**src/rtl/sm_sigmoid_pkg.sv**
```systemverilog
// Shared definitions for the sigmoid LUT lookup controller.
// Holds the state encoding, address width and the enable/clear patterns it drives.
package sm_sigmoid_pkg;

    localparam int ADDR_WIDTH = 16;

    typedef enum logic [2:0] {
        ST_IDLE   = 3'd0,
        ST_LATCH  = 3'd1,
        ST_LUT_RD = 3'd2,
        ST_CAPT   = 3'd3,
        ST_CLR    = 3'd4,
        ST_DONE   = 3'd5
    } state_t;

    localparam logic [2:0] R_SH_NONE    = 3'b000;
    localparam logic [2:0] R_SH_CAPT    = 3'b100;
    localparam logic [1:0] MAC_EN_NONE  = 2'b00;
    localparam logic [1:0] MAC_CLR_NONE = 2'b00;
    localparam logic [1:0] MAC_CLR_ALL  = 2'b11;

endpackage

```
**src/rtl/sm_sigmoid.sv**
```systemverilog
// Sequencer for one sigmoid LUT lookup: latches a saturated LUT position,
// steers the datapath onto the LUT, captures the result and clears the MACs.
//
//   state   | meaning
//   IDLE    | waiting for start
//   LATCH   | register saturated lut_idx, LUT selected
//   LUT_RD  | LUT read in flight
//   CAPT    | shift LUT data into the result register
//   CLR     | clear both MAC accumulators
//   DONE    | lookup complete, held until soft reset
module sm_sigmoid
    import sm_sigmoid_pkg::*;
#(
    parameter logic [ADDR_WIDTH-1:0] ADDR_BASE_A = 16'h0000,
    parameter logic [ADDR_WIDTH-1:0] ADDR_BASE_W = 16'h0000,
    parameter int                    LUT_DEPTH   = 256
) (
    input  logic                  clk,
    input  logic                  rst,
    input  logic                  start,
    input  logic                  reset,
    input  logic [15:0]           lut_idx,
    output logic [15:0]           lut_pos,
    output logic                  lut_sel,
    output logic                  done,
    output logic [ADDR_WIDTH-1:0] mem_addr,
    output logic [2:0]            r_sh_en,
    output logic [1:0]            mac_en,
    output logic [1:0]            mac_clr
);

    localparam logic [15:0] POS_MAX = 16'(LUT_DEPTH - 1);

    state_t state;
    state_t state_nxt;

    always_comb begin
        state_nxt = state;
        case (state)
            ST_IDLE:   if (start) state_nxt = ST_LATCH;
            ST_LATCH:  state_nxt = ST_LUT_RD;
            ST_LUT_RD: state_nxt = ST_CAPT;
            ST_CAPT:   state_nxt = ST_CLR;
            ST_CLR:    state_nxt = ST_DONE;
            ST_DONE:   state_nxt = ST_DONE;
            default:   state_nxt = ST_IDLE;
        endcase
    end

    // done is registered off the DONE state so it rises one edge after entry,
    // giving a start-to-done latency of five edges.
    always_ff @(posedge clk) begin
        if (!rst) begin
            state   <= ST_IDLE;
            lut_pos <= 16'h0000;
            done    <= 1'b0;
        end else begin
            state <= reset ? ST_IDLE : state_nxt;
            done  <= !reset && (state == ST_DONE);
            if (state == ST_LATCH)
                lut_pos <= (lut_idx > POS_MAX) ? POS_MAX : lut_idx;
        end
    end

    assign lut_sel  = (state == ST_LATCH) || (state == ST_LUT_RD) || (state == ST_CAPT);
    assign mem_addr = lut_sel ? ADDR_BASE_A : ADDR_BASE_W;
    assign r_sh_en  = (state == ST_CAPT) ? R_SH_CAPT : R_SH_NONE;
    assign mac_clr  = (state == ST_CLR) ? MAC_CLR_ALL : MAC_CLR_NONE;
    assign mac_en   = MAC_EN_NONE;

endmodule

```
**config.mk**
```make
export PLATFORM = sky130hd
export DESIGN_NAME = sm_sigmoid
export DESIGN_NICKNAME = d
export VERILOG_FILES = /design/src/rtl/sm_sigmoid_pkg.sv /design/src/rtl/sm_sigmoid.sv
export SDC_FILE = /design/constraint.sdc
export NUM_CORES = 1
export LEC_CHECK = 0
export BUFFER_PORTS_ARGS = -buffer_cell sky130_fd_sc_hd__clkbuf_2
export CORE_UTILIZATION = 36
export DETAILED_ROUTE_END_ITERATION = 8
export PLACE_DENSITY_LB_ADDON = 0.1
export SLEW_MARGIN = 20
export SYNTH_ARGS = -nofsm -noshare
export SYNTH_HDL_FRONTEND = slang
export SYNTH_SLANG_ARGS = --single-unit
```
**constraint.sdc**
```tcl
create_clock -name clk -period 1.3 [get_ports clk]
set_input_delay 0.39 -clock clk [delete_from_list [all_inputs] [get_ports clk]]
set_output_delay 0.39 -clock clk [all_outputs]
set_load 0.05 [all_outputs]
```
---- Yosys cells after proc, flatten, opt, wreduce, memory -nomap -nowiden ----
Index checks and enable logic that the tools add are counted.
storage, ports and cells
  register bits after elaboration ......... 20
  input port bits ......................... 20
  output and inout port bits .............. 41
  logic and storage cells ................. 23
cells by class
  order comparisons ....................... 1
  equal/unequal tests ..................... 6
  mux-type cells .......................... 5
  bitwise logic cells ..................... 1
  reductions and logical operators ........ 7
operators with widths
  cell                                                                    count
  16-bit by 8-bit > comparator with 1-bit output (second input constant)  1
  16-bit two-way mux                                                      1
  3-bit one-hot mux with 5 select lines                                   1
  3-bit by 2-bit == test with 1-bit output (second input constant)        2
  3-bit == test (second input constant)                                   2
  3-bit two-way mux                                                       2
  2-bit OR reduction                                                      2
  3-bit by 1-bit == test with 1-bit output (second input constant)        1
  3-bit logical NOT                                                       1
  1-bit logical OR                                                        2
  2-bit two-way mux                                                       1
  2-bit inequality test (second input constant)                           1
  1-bit logical AND                                                       1
  1-bit logical NOT                                                       1
  1-bit NOT                                                               1

---- Depth between registers and ports, before layout ----
  depth after elaboration ................. 3
  depth in mapped cells ................... 5
  depth with buffers taken out ............ 3

---- Worst setup path after synthesis ----
Ideal clock, no wire load.
  path type ............................... flip-flop to output port
  from .................................... register state[1]
  to ...................................... output mac_clr[1]
  arrival time ............................ 1541 ps
  path slack .............................. -631 ps
  cell stages (with the launch flop) ...... 4
  cells stage by stage .................... dfxtp_1 -> nand2b_1 -> nor2_1 -> buf_4
between the ends
  cells in the longest elaborated chain, start to end .. 2
RTL lines
  element                   line              text
  start: declaration        sm_sigmoid.sv:34  state_t state;
  start signal: assignment  sm_sigmoid.sv:58  state <= reset ? ST_IDLE : state_nxt;
  3-bit == test             sm_sigmoid.sv:68  assign mac_clr = (state == ST_CLR) ? MAC_CLR_ALL : MAC_CLR_NONE;
  2-bit two-way mux         sm_sigmoid.sv:68
  end: declaration          sm_sigmoid.sv:29  output logic [1:0] mac_clr
Every way passes these cells.

---- Worst setup path after layout ----
  from .................................... register state[2]
  to ...................................... output r_sh_en[2]
between the ends
  cells in the longest elaborated chain, start to end .. 2
RTL lines
  element                                   line              text
  3-bit by 2-bit == test with 1-bit output  sm_sigmoid.sv:67  assign r_sh_en = (state == ST_CAPT) ? R_SH_CAPT : R_SH_NONE;
  3-bit two-way mux                         sm_sigmoid.sv:67
  end: declaration                          sm_sigmoid.sv:27  output logic [2:0] r_sh_en,
Every way passes these cells.

==> impl_results.html <==
<table>
<tr><th>Metric</th><th>Value</th></tr>
<tr><th colspan="2">GRT</th></tr>
<tr><td>GRT Total Usage</td><td>13.3%</td></tr>
<tr><td>Wire length of the first global-routing pass</td><td>~2500 um</td></tr>
<tr><td>Number of global-route vias before repair</td><td>about 600</td></tr>
<tr><td>Pin count of the biggest net entering global routing</td><td>25</td></tr>
<tr><td>Remaining global-route overflow</td><td>0</td></tr>
<tr><td>Number of antenna violations at the first check in global routing</td><td>0</td></tr>
<tr><th colspan="2">Timing</th></tr>
<tr><td>Unrepaired setup endpoints after global routing</td><td>true</td></tr>
<tr><td>Final setup violation count</td><td>4</td></tr>
<tr><td>Ratio of final minimum period to clock period</td><td>113%</td></tr>
<tr><td>Clock period minus worst slack</td><td>1.47 ns</td></tr>
<tr><td>Max Clock Freq</td><td>679 MHz</td></tr>
<tr><td>Maximum clock skew at final layout</td><td>0.0109 ns</td></tr>
<tr><td>Final Slew Violations</td><td>0</td></tr>
<tr><td>Hold Fails Final Rpt</td><td>0</td></tr>
<tr><td>Final WS setup</td><td>-0.173 ns</td></tr>
<tr><th colspan="2">Route</th></tr>
<tr><td>Detailed-route wire length per cell</td><td>10.1 um</td></tr>
<tr><td>Iteration count of the initial detailed-routing pass</td><td>3</td></tr>
<tr><td>Routed via count divided by cell count</td><td>4.35</td></tr>
<tr><td>Via count of the routed design</td><td>696</td></tr>
<tr><td>Post-route DRC violation count</td><td>0</td></tr>
<tr><td>Number of DRC violations after detailed-routing iteration 0</td><td>4</td></tr>
<tr><td>Number of nets still failing antenna checks after routing</td><td>0</td></tr>
<tr><td>Detailed-route wire length</td><td>1620 um</td></tr>
<tr><th colspan="2">Worst setup path</th></tr>
<tr><td>Endpoint kind of the worst setup timing path</td><td>output port</td></tr>
<tr><td>Slowest cell on the critical path</td><td>dfxtp_4</td></tr>
<tr><td>Critical path peak fanout</td><td>5</td></tr>
<tr><td>Count of buffering cells on the critical path with inverters included</td><td>2</td></tr>
<tr><td>Total stage count of the critical path</td><td>3</td></tr>
<tr><td>Startpoint-to-endpoint class of the critical path</td><td>flop to output port</td></tr>
<tr><td>Path depth of the worst reg2reg path</td><td>2</td></tr>
<tr><td>Critical-path cell list</td><td>nand3b_1, inv_2, buf_8</td></tr>
<tr><td>Delay of the slowest critical-path stage</td><td>0.38 ns</td></tr>
<tr><td>Sort of element at the start of the critical path</td><td>flop</td></tr>
<tr><td>CP top delay family</td><td>flip-flops</td></tr>
<tr><td>CP arrival</td><td>1.08 ns</td></tr>
<tr><td>Required time of the critical path</td><td>0.91 ns</td></tr>
<tr><th colspan="2">Synthesis</th></tr>
<tr><td>Mapped Cells</td><td>89</td></tr>
<tr><td>Synthesized area divided by synthesized cell count</td><td>9.91 sq um</td></tr>
<tr><td>Total of flip-flops plus latches after synthesis</td><td>20</td></tr>
<tr><td>Yosys Warn Count</td><td>0</td></tr>
<tr><td>Count of cell types in the netlist</td><td>19</td></tr>
<tr><td>Cell type with the highest aggregate area in the netlist</td><td>dfxtp_1</td></tr>
<tr><td>Fraction of synthesized cell area taken by the top area cell type</td><td>45.4%</td></tr>
<tr><td>Total standard cell area after synthesis</td><td>882 sq um</td></tr>
<tr><td>Part of the Yosys area used for sequential elements</td><td>45.4%</td></tr>
<tr><td>Largest cells by area after synthesis</td><td>dfxtp_1, buf_4, o311a_1</td></tr>
<tr><th colspan="2">Floorplan</th></tr>
<tr><td>Die height</td><td>51.5 um</td></tr>
<tr><td>Area of the die</td><td>2650 sq um</td></tr>
<tr><td>Row Count</td><td>17</td></tr>
<tr><td>Effective utilization at floorplan</td><td>39.1%</td></tr>
<tr><td>Floorplan core area</td><td>between 2000 and 2500 sq um</td></tr>
<tr><td>I/O Pins</td><td>slightly above 60</td></tr>
<tr><td>Die W</td><td>51.5 um</td></tr>
<tr><th colspan="2">Pwr</th></tr>
<tr><td>Net Switching</td><td>0.422 mW</td></tr>
<tr><td>Share of total power in the clock network</td><td>between 30 and 40%</td></tr>
<tr><td>Power per unit of standard cell area</td><td>1200 nW/um^2</td></tr>
<tr><td>Maximum vdd drop</td><td>roughly 0.89 mV</td></tr>
<tr><td>Register share of total power</td><td>44.2%</td></tr>
<tr><td>Leakage power summed over all cells</td><td>0.631 nW</td></tr>
<tr><td>Portion of total power attributed to combinational logic</td><td>between 20% and 30%</td></tr>
<tr><td>Sw frac</td><td>29.3%</td></tr>
<tr><td>Internal power</td><td>1.02 mW</td></tr>
<tr><th colspan="2">Finish</th></tr>
<tr><td>Total number of nets in the final design</td><td>153</td></tr>
<tr><td>Area Overhead vs Synth</td><td>36.5%</td></tr>
<tr><td>Antenna Diode Count</td><td>0</td></tr>
<tr><td>Filler-free cell count of the finished design</td><td>160</td></tr>
<tr><td>Share of final-layout standard cells stronger than drive strength 1</td><td>43.2%</td></tr>
<tr><th colspan="2">Run</th></tr>
<tr><td>Maximum Capacitance Violations</td><td>0</td></tr>
<tr><th colspan="2">Placement</th></tr>
<tr><td>Global placer's final weighted congestion</td><td>0.663</td></tr>
<tr><td>Worst setup timing slack at the placement stage</td><td>-0.194 ns</td></tr>
<tr><td>Total of buffers placed on input and output ports</td><td>40</td></tr>
<tr><td>Cells after DPL</td><td>156</td></tr>
<tr><td>DP HPWL</td><td>1190 um</td></tr>
<tr><th colspan="2">CTS</th></tr>
<tr><td>Clock buffer depth</td><td>2</td></tr>
<tr><td>Number of buffers inserted for hold repair after clock tree synthesis</td><td>0</td></tr>
<tr><td>Clock net sink count</td><td>20</td></tr>
<tr><td>TritonCTS clock tree</td><td>built</td></tr>
<tr><td>Number of clock buffers inserted by TritonCTS</td><td>3</td></tr>
<tr><td>Number of gates given a new drive strength after cts</td><td>29</td></tr>
<tr><td>Setup Buffers After CTS</td><td>0</td></tr>
<tr><td>Skew-Pair Late Insertion Delay</td><td>0.30 ns</td></tr>
<tr><td>Clock transition time at the flip-flop clock pins of the worst setup and hold paths</td><td>0.11 ns</td></tr>
<tr><td>Buffer type at the clock tree root</td><td>clkbuf_4</td></tr>
<tr><td>Count of H-tree levels built during CTS</td><td>1</td></tr>
<tr><th colspan="2">Min path</th></tr>
<tr><td>Worst hold path class</td><td>input port to flop</td></tr>
<tr><td>Worst hold path cell count</td><td>2</td></tr>
<tr><th colspan="2">Status</th></tr>
<tr><td>Status</td><td>finished with violations</td></tr>
<tr><td>Violations in the final reports</td><td>negative setup slack</td></tr>
</table>
[layout make-up]
class,count,area [sq um]
Clock buffer,3,22.5
Clock inverter,1,30.0
Fill cell,213,1050
Inverter,2,7.51
Multi-Input combinational cell,61,372
Sequential cell,20,407
Tap cell,28,35.0
Timing Repair Buffer,45,330
[placed cells by master, fill, tap and decap left out, drive strengths merged]
cell type / count
xnor2: 1
a21oi: 2
nand3b: 1
nor3: 2
clkbuf: 28
nand2b: 8
and3: 8
o311a: 8
buf: 20
o21ai: 1
nor2: 4
nand2: 1
inv: 2
or2b: 2
conb: 20
or3b: 1
bufinv: 1
dfxtp: 20
nor4: 2
[cells by family (layout without fill, tap and decap cells)]
logic type / after synthesis / after routing / share of synthesized area, %
XOR/XNOR: 1 / 1 / 0.993
AO/OA/AOI/OAI: 11 / 11 / 10.8
AND/OR/NAND/NOR: 29 / 29 / 19.9
other: 1 / 20 / 0.425
flip-flops: 20 / 20 / 45.4
buffers and inverters: 27 / 51 / 22.6
[cells in the mapped netlist (all sizes together)]
cell type  instances
a21oi              2
and3               8
buf               24
clkbuf             1
conb               1
dfxtp             20
inv                2
nand2              1
nand2b             8
nand3b             1
nor2               4
nor3               2
nor4               2
o21ai              1
o311a              8
or2b               2
or3b               1
xnor2              1
[state kept, by name, summed over array words and instances (netlist names)]
name	count
lut_pos	16
state	3
done	1
[per-stage QoR]
stage / utilization, % / TNS [ns] / area [sq um] / total power [mW] / hold slack, ns
floorplan: - / -0.675 / 967 / 0.941 / 0.495
global placement: 46.3 / -1.31 / 1040 / 0.942 / 0.466
detailed placement: 46.3 / -1.52 / 1040 / 0.944 / 0.468
CTS: 52.7 / -0.765 / 1190 / 1.46 / 0.320
global route: 53.4 / -0.966 / 1200 / 1.50 / 0.306
finish: 53.4 / -0.678 / 1200 / 1.44 / 0.332
[metal layers]
metal | global-route usage, % | wire [um]
met1 | 14.3 | 663
met2 | 21.9 | 761
met3 | 6.73 | 177
met4 | 5.41 | 19
met5 | 0 | 0
[worst paths after layout]
path / slack (ns) / to / start
max: -0.17 / r_sh_en[2] / state[2]$_SDFFE_PP0P_
min: 0.33 / lut_pos[7]$_SDFFE_PN0N_ / lut_idx[7]
max reg2reg: 0.02 / lut_pos[3]$_SDFFE_PN0N_ / state[2]$_SDFFE_PP0P_
min reg2reg: 0.49 / lut_pos[10]$_SDFFE_PN0N_ / lut_pos[10]$_SDFFE_PN0N_
[power groups by stage]
stage / clock [mW] / sequential, mW / combinational (mW)
3_5_place_dp: 0 / 0.652 / 0.292
3_3_place_gp: 0 / 0.651 / 0.291
2_1_floorplan: 0 / 0.701 / 0.240
4_1_cts: 0.512 / 0.638 / 0.305
5_1_grt: 0.538 / 0.640 / 0.326
6_report: 0.494 / 0.636 / 0.308
No activity file was read; power rests on OpenSTA's default activity.
